`config.mk`:
```
export PLATFORM = sky130hd
export DESIGN_NAME = rs_latch_driver_flat
export DESIGN_NICKNAME = d
export VERILOG_FILES = /design/src/rtl/rs_latch_driver_if.sv /design/src/rtl/rs_latch_driver.sv /design/src/flat_wrapper.sv
export SDC_FILE = /design/constraint.sdc
export NUM_CORES = 1
export LEC_CHECK = 0
export ABC_AREA = 1
export CAP_MARGIN = 20
export CORE_UTILIZATION = 52
export CTS_CLUSTER_SIZE = 40
export DETAILED_ROUTE_END_ITERATION = 7
export PLACE_DENSITY = 0.86
export SETUP_SLACK_MARGIN = 0.2
export SYNTH_ARGS = -nofsm -noshare
export SYNTH_HDL_FRONTEND = slang
export SYNTH_SLANG_ARGS = --single-unit
```
`constraint.sdc`:
```
create_clock -name clk -period 1.8 [get_ports clk]
set_input_delay 0.27 -clock clk [delete_from_list [all_inputs] [get_ports clk]]
set_output_delay 0.27 -clock clk [all_outputs]
set_load 0.01 [all_outputs]
```
`src/rtl/rs_latch_driver_if.sv`:
```
// Register-write side of the RS latch driver: request, data and status.
interface rs_latch_driver_if #(parameter int WIDTH = 4);
  logic             req;
  logic [WIDTH-1:0] wr_data;
  logic             busy;
  logic             done;
  logic             err;

  modport master (output req, wr_data, input busy, done, err);
  modport slave  (input req, wr_data, output busy, done, err);
endinterface

```
`src/rtl/rs_latch_driver.sv`:
```
// Break-before-make R/S/gate sequencer for a bank of gated RS latches,
// with synchronized readback verify and bounded retry.
//
// state  | meaning
// IDLE   | waiting for req; err holds the last result
// SETUP  | R/S driven from dreg, gate still closed
// PULSE  | gate open for PULSE_CYCLES
// HOLD   | gate closed, R/S still held
// SETTLE | R/S released, waiting for q to cross the synchronizer
// VERIFY | compare synchronized q with dreg, retry or finish
module rs_latch_driver #(
  parameter int WIDTH         = 4,
  parameter int PULSE_CYCLES  = 2,
  parameter int SETTLE_CYCLES = 1,
  parameter int MAX_RETRY     = 2
) (
  input  logic                   clk,
  input  logic                   reset_n,
  rs_latch_driver_if.slave       host,
  output logic                   gate_out,
  output logic [WIDTH-1:0]       r_out,
  output logic [WIDTH-1:0]       s_out,
  input  logic [WIDTH-1:0]       q_in
);

  localparam int TMAX = (PULSE_CYCLES > SETTLE_CYCLES + 2) ? PULSE_CYCLES : SETTLE_CYCLES + 2;
  localparam int TW   = $clog2(TMAX + 1);
  localparam int RW   = (MAX_RETRY > 0) ? $clog2(MAX_RETRY + 1) : 1;

  typedef enum logic [2:0] {IDLE, SETUP, PULSE, HOLD, SETTLE, VERIFY} state_t;

  state_t           state, state_n;
  logic [WIDTH-1:0] dreg, dreg_n;
  logic [TW-1:0]    tmr, tmr_n;
  logic [RW-1:0]    rcnt, rcnt_n;
  logic             busy_q, busy_n, done_q, done_n, err_q, err_n;
  logic             gate_n;
  logic [WIDTH-1:0] r_n, s_n;
  logic [WIDTH-1:0] q_s1, q_s2;
  logic             drive;

  assign host.busy = busy_q;
  assign host.done = done_q;
  assign host.err  = err_q;

  always_ff @(posedge clk or negedge reset_n) begin
    if (!reset_n) begin
      state    <= IDLE;
      dreg     <= '0;
      tmr      <= '0;
      rcnt     <= '0;
      busy_q   <= 1'b0;
      done_q   <= 1'b0;
      err_q    <= 1'b0;
      gate_out <= 1'b0;
      r_out    <= '0;
      s_out    <= '0;
      q_s1     <= '0;
      q_s2     <= '0;
    end else begin
      state    <= state_n;
      dreg     <= dreg_n;
      tmr      <= tmr_n;
      rcnt     <= rcnt_n;
      busy_q   <= busy_n;
      done_q   <= done_n;
      err_q    <= err_n;
      gate_out <= gate_n;
      r_out    <= r_n;
      s_out    <= s_n;
      q_s1     <= q_in;
      q_s2     <= q_s1;
    end
  end

  always_comb begin
    state_n = state;
    dreg_n  = dreg;
    tmr_n   = tmr;
    rcnt_n  = rcnt;
    busy_n  = busy_q;
    done_n  = 1'b0;
    err_n   = err_q;
    case (state)
      IDLE: begin
        if (host.req) begin
          dreg_n  = host.wr_data;
          rcnt_n  = '0;
          err_n   = 1'b0;
          busy_n  = 1'b1;
          state_n = SETUP;
        end
      end
      SETUP: begin
        tmr_n   = TW'(PULSE_CYCLES - 1);
        state_n = PULSE;
      end
      PULSE: begin
        if (tmr == '0) state_n = HOLD;
        else           tmr_n   = tmr - TW'(1);
      end
      HOLD: begin
        tmr_n   = TW'(SETTLE_CYCLES + 1);
        state_n = SETTLE;
      end
      SETTLE: begin
        if (tmr == '0) state_n = VERIFY;
        else           tmr_n   = tmr - TW'(1);
      end
      VERIFY: begin
        if (q_s2 == dreg) begin
          done_n  = 1'b1;
          busy_n  = 1'b0;
          state_n = IDLE;
        end else if (rcnt < RW'(MAX_RETRY)) begin
          rcnt_n  = rcnt + RW'(1);
          state_n = SETUP;
        end else begin
          done_n  = 1'b1;
          err_n   = 1'b1;
          busy_n  = 1'b0;
          state_n = IDLE;
        end
      end
      default: state_n = IDLE;
    endcase

    // Outputs follow the next state so they are registered yet aligned with it.
    drive  = (state_n == SETUP) || (state_n == PULSE) || (state_n == HOLD);
    gate_n = (state_n == PULSE);
    s_n    = drive ? dreg_n  : '0;
    r_n    = drive ? ~dreg_n : '0;
  end

endmodule

```
`src/flat_wrapper.sv`:
```
// flat-port wrapper written by rule: the top's interface ports become plain ports
module rs_latch_driver_flat 
#(
  parameter int WIDTH         = 4,
  parameter int PULSE_CYCLES  = 2,
  parameter int SETTLE_CYCLES = 1,
  parameter int MAX_RETRY     = 2
)
  (clk, reset_n, gate_out, r_out, s_out, q_in, host_req, host_wr_data, host_busy, host_done, host_err);
  rs_latch_driver_if #(.WIDTH(WIDTH)) host_i ();
  input  logic clk;
  input  logic reset_n;
  output logic gate_out;
  output logic [WIDTH-1:0] r_out;
  output logic [WIDTH-1:0] s_out;
  input  logic [WIDTH-1:0] q_in;
  input wire logic [$bits(host_i.req)-1:0] host_req;
  input wire logic [$bits(host_i.wr_data)-1:0] host_wr_data;
  output wire logic [$bits(host_i.busy)-1:0] host_busy;
  output wire logic [$bits(host_i.done)-1:0] host_done;
  output wire logic [$bits(host_i.err)-1:0] host_err;
  assign host_i.req = host_req;
  assign host_i.wr_data = host_wr_data;
  assign host_busy = host_i.busy;
  assign host_done = host_i.done;
  assign host_err = host_i.err;
  rs_latch_driver #(.WIDTH(WIDTH), .PULSE_CYCLES(PULSE_CYCLES), .SETTLE_CYCLES(SETTLE_CYCLES), .MAX_RETRY(MAX_RETRY)) u_core (.clk(clk), .reset_n(reset_n), .host(host_i), .gate_out(gate_out), .r_out(r_out), .s_out(s_out), .q_in(q_in));
endmodule
```
Word level (Yosys, flattened, before mapping)
Cells that the tools add are included. Widths: inputs -> output; s select.

Register bits after elaboration: 31. Latch bits: 0. Memory bits (writable): 0. ROM bits: 0. Input bits: 11. Output and inout port bits: 12. Memories kept: 0.

Add/subtract/negate cells: 2. Multipliers: 0. Divide/modulo/power cells: 0. $lt $le $gt $ge: 1. Equality and inequality tests: 15. Shift operators: 0. Mux-type cells: 27. Bitwise logic cells: 1. Reduce and logical (&&, ||, !) cells: 11.

Operator list (number): $pmux 3 s6 (1); $mux 4 (4); $eq 3x2->1 const B (4); $mux 3 (4); $mux 1 (10); $mux 2 (4); $ne 2x2->1 const B (4); $reduce_and 4->1 (2); $eq 3x1->1 const B (2); $eq 3x3->1 const B (2); $pmux 2 s3 (1); $eq 4x4->1 (1); $not 4->4 (1); $pmux 1 s2 (2); $pmux 2 s2 (1); $logic_not 3->1 (1); $ne 3x2->1 const B (1); $reduce_and 3->1 (1); $reduce_bool 3->1 (1); $add 2x1->2 const B (1); $logic_not 2->1 (1); $logic_or 1x1->1 (2); $lt 2x2->1 const B (1); $ne 2x1->1 const B (1); other kinds (4) (4).

Depth between registers and ports, before layout
Depth after elaboration: 8. Mapped depth: 9.

Worst setup path before layout
Ideal clock, no wire load.

Path type: reg2reg. Start: register u_core.state[0]. End: register u_core.r_out[0]. Setup time: 71 ps. Data arrival time: 1090 ps. Path slack: 639 ps. Stages on the path, launching flop included: 7. Clock period less this slack: 1161 ps. Cells stage by stage: dfrtp_1 -> nor2_2 -> nand3_2 -> buf_6 -> o21ai_1 -> inv_1 -> nor2_1.

Elaborated cells between the ends (all ways): 18. Classes of those cells: eq/ne (8); mux (6); bitwise (1); reduce/logical (3).

RTL lines: start: declaration (line rs_latch_driver.sv:32) `state_t state, state_n;`; start signal: assignment (line rs_latch_driver.sv:61) `state <= state_n;`; $logic_not 3->1 (line rs_latch_driver.sv:84) `case (state)`; $mux 4 (line rs_latch_driver.sv:84); net u_core.dreg_n[0] (line rs_latch_driver.sv:33) `logic [WIDTH-1:0] dreg, dreg_n;`; $not 4->4 (line rs_latch_driver.sv:132) `r_n = drive ? ~dreg_n : '0;`; $mux 4 (line rs_latch_driver.sv:132); net u_core.r_n[0] (line rs_latch_driver.sv:38) `logic [WIDTH-1:0] r_n, s_n;`; end signal: assignment (line rs_latch_driver.sv:69) `r_out <= r_n;`; end: declaration (line rs_latch_driver.sv:21) `output logic [WIDTH-1:0] r_out,`.

The timed path passes the listed nets, and every way through them passes these cells. A chain may end at the register's enable or synchronous reset.

Worst setup path after layout
Start: register u_core.r_out[1]. End: output port r_out[1].

RTL lines: end: declaration (line flat_wrapper.sv:14) `output logic [WIDTH-1:0] r_out;`.

No word-level cell between the ends.

==> impl_metrics.csv <==
group,metric,value,unit
clock_network,cts-root-buf,"clkbuf_4",
clock_network,clock-sinks,31,
final_layout,post-route-util,69.1,%
drt,via_per_inst,4.78,
worst_setup_path,path_depth,1,
drt,drc,0,
synth,synth_common_cells,"nand2_1, dfrtp_1, inv_1",
sta,setup_viol,0,
die,start_util,55.3,%
placed_design,gp_congestion,0.822,
grt,grt_max_degree,32,
worst_setup_path,slowest_delay,0.56,ns
die,core-area,0.00221,mm2
synth,synth_area_leaders,"dfrtp_1, nand2_1, inv_1",
clock_network,clk_pin_slew,0.10,ns
sta,fin_tns_setup,0,ns
clock_network,postCtsSetupRepairBufs,0,
drt,drt_wl_total,2100,um
grt,antenna_found_initial,0,
synth,synth_edf_count,0,
sta,slew_headroom,74.9,%
synth,ys_seq_elements,31,
clock_network,cts_resized,0,
placed_design,hpwl,1580,um
worst_setup_path,start_kind,"register",
drt,drt-wirelength-per-cell,11.3,um
worst_setup_path,crit_fanout,1,
worst_setup_path,ff2ff_path_depth,7,
sta,drv_slew,0,
synth,synth.largest_area_cell,"dfrtp_1",
final_layout,drive_above_1_share,12.0,%
synth,syn-mean-instance-area,9.56,um2
worst_setup_path,path_buf_inv,1,
final_layout,num-nets-final,169,
clock_network,hold_buffers,0,
die,dieArea,0.00255,mm2
drt,vias,890,
worst_setup_path,cpLargestDelayFamily,"buffers and inverters",
sta,rsz0062_at_grt,"no",
worst_setup_path,worstSetupPathType,"reg -> out",
die,die_h,50.5,um
pwr,power_density,1520,mW/mm2
clock_network,cts.htree.levels,2,
pwr,peakVddDrop,1.02,mV
worst_setup_path,cp-startpoint,"u_core.r_out[1]",
sta,post-route-min-period,1.51,ns
worst_setup_path,critPathCaptureType,"output port",
sta,fin_skew,0.0131,ns
clock_network,clk_latency,0.33,ns
final_layout,seq_area,776,um2
clock_network,clock_path_buffers,2,
grt,grt_pass1_wl,3940,um
synth,syn_nets,140,
worst_setup_path,crit_chain,"clkdlybuf4s50_1",
synth,ys_warn_count,0,
synth,yosysMostFrequentCell,"nand2_1",
sta,setup_ws,0.292,ns
final_layout,final.fill_count,173,
die,rows,17,
grt,grt_remaining_overflow,0,
die,die_w,50.5,um
synth,syn_area,0.00122,mm2
job,cap_violations,0,
final_layout,multi_input_area,354,um2
worst_setup_path,cp.required,1.53,ns
synth,async_reset_ff_share,100,%
sta,fmax,663,MHz
synth,synth.top_cell.area_share,63.4,%
drt,drt_pass1_iterations,4,
worst_setup_path,critPathSlowestCell,"clkdlybuf4s50_1",
synth,ys_seq_area_share,63.4,%
placed_design,port_buffers,22,
synth,synth.distinct_cells,17,
placed_design,pre_cts_ws,0.208,ns
clock_network,cts_buffers,5,
drt,antenna_left,0,
min_path,min_path_type,"in -> async",
clock_network,cts_tree,"done",
drt,first_iter_violations,14,
sta,hold_viol_final,0,
final_layout,diodes,0,
sta,worstMarginPinSlew,0.377,ns
run_status,status,"finished, final reports clean",
pwr,leakage,0.810,nW
grt,grt_pass1_vias,929,
synth,synth_top_flop_cell,"dfrtp_1",
worst_setup_path,critPathArrivalTime,1.24,ns
die,ios,23,
sta,fin_crit_sh,83.8,%
synth,syn_inst,128,
grt,grtUsageTotal,22.2,%
worst_setup_path,timing.rr.start,"u_core.state[1]",
final_layout,syn_to_final_growth,24.8,%
placed cells by master (no fill, tap or decap):
cell,Yosys,routed
a21oi_1,4,4
a21oi_2,1,1
buf_4,0,1
clkbuf_4,0,5
clkdlybuf4s50_1,0,22
clkinv_2,0,3
dfrtp_1,31,31
ha_1,1,1
inv_1,22,22
nand2_1,32,32
nand2_2,3,3
nand2_4,1,1
nand3_1,5,5
nand3_2,2,2
nand4_1,1,1
nor2_1,14,14
nor2_2,2,2
nor2_4,1,1
o21ai_0,3,3
o21ai_1,4,4
metal layers:
metal  routed length [um]  GRT usage (%)  share of wire (%)  up-vias
li1                     -              -                  -      448
met1                  826           24.6                 39      414
met2                 1100           36.2                 52       22
met3                  119           9.09                5.7        6
met4                   54           11.6                2.6        0
met5                    0              0                  0        -
worst paths after layout:
kind                                         to  slack, ns
worst min register to register   u_core.q_s2[1]       0.36
max in group asynchronous        u_core.q_s1[0]       1.20
worst max-delay path                   r_out[1]       0.29
min in group clk                 u_core.q_s2[1]       0.36
worst max register to register  u_core.r_out[1]       0.38
worst min-delay path            u_core.gate_out       0.31
flip-flops by register name, summed over array words and instances, names as in the netlist, 2 cells and up:
signal        cells
u_core.state      3
u_core.r_out      4
u_core.s_out      4
u_core.dreg       4
u_core.tmr        2
u_core.q_s2       4
u_core.q_s1       4
u_core.rcnt       2
report_power, final:
group	total, mW	internal, mW	switching [mW]
Clock	0.377	0.145	0.232
Combinational	0.943	0.390	0.553
Sequential	1.00	0.894	0.106
kinds of logic (layout without fill, tap and decap cells):
family,Yosys count,count (layout),synth area share [%]
flip-flops,31,31,63.4
buffers and inverters,23,53,7.67
adder cells (fa/ha/maj),1,1,1.02
AND/OR/NAND/NOR,61,61,22.7
AO/OA/AOI/OAI,12,12,5.21
layout make-up:
type | instances | area share [%]
inverters | 22 | 5.41
well taps | 28 | 2.29
multi-input cells | 74 | 23.2
repair buffers | 23 | 14.9
clock buffers | 5 | 2.46
flip-flops and latches | 31 | 50.8
clock inverters | 3 | 0.983
worst register-to-register path, stage by stage, from the launching register on:
cell and delay (ns):
dfrtp_1 0.45, nor2_2 0.16, nand3_2 0.27, inv_1 0.15, a21oi_2 0.05, nand3_2 0.09
nand2_4 0.08, nor2_1 0.09
through the flow:
| stage | cells | hold slack [ns] | instance area (um2) | power, mW |
|---|---|---|---|---|
| after floorplan | 128 | -0.0256 | 1220 | 1.62 |
| after global placement | 178 | 0.332 | 1480 | 1.90 |
| after detailed placement | 178 | 0.335 | 1480 | 1.97 |
| after CTS | 186 | 0.316 | 1530 | 2.35 |
| after global routing | 186 | 0.341 | 1530 | 2.53 |
| final | 186 | 0.311 | 1530 | 2.32 |
(Power assumes the default switching activity.)
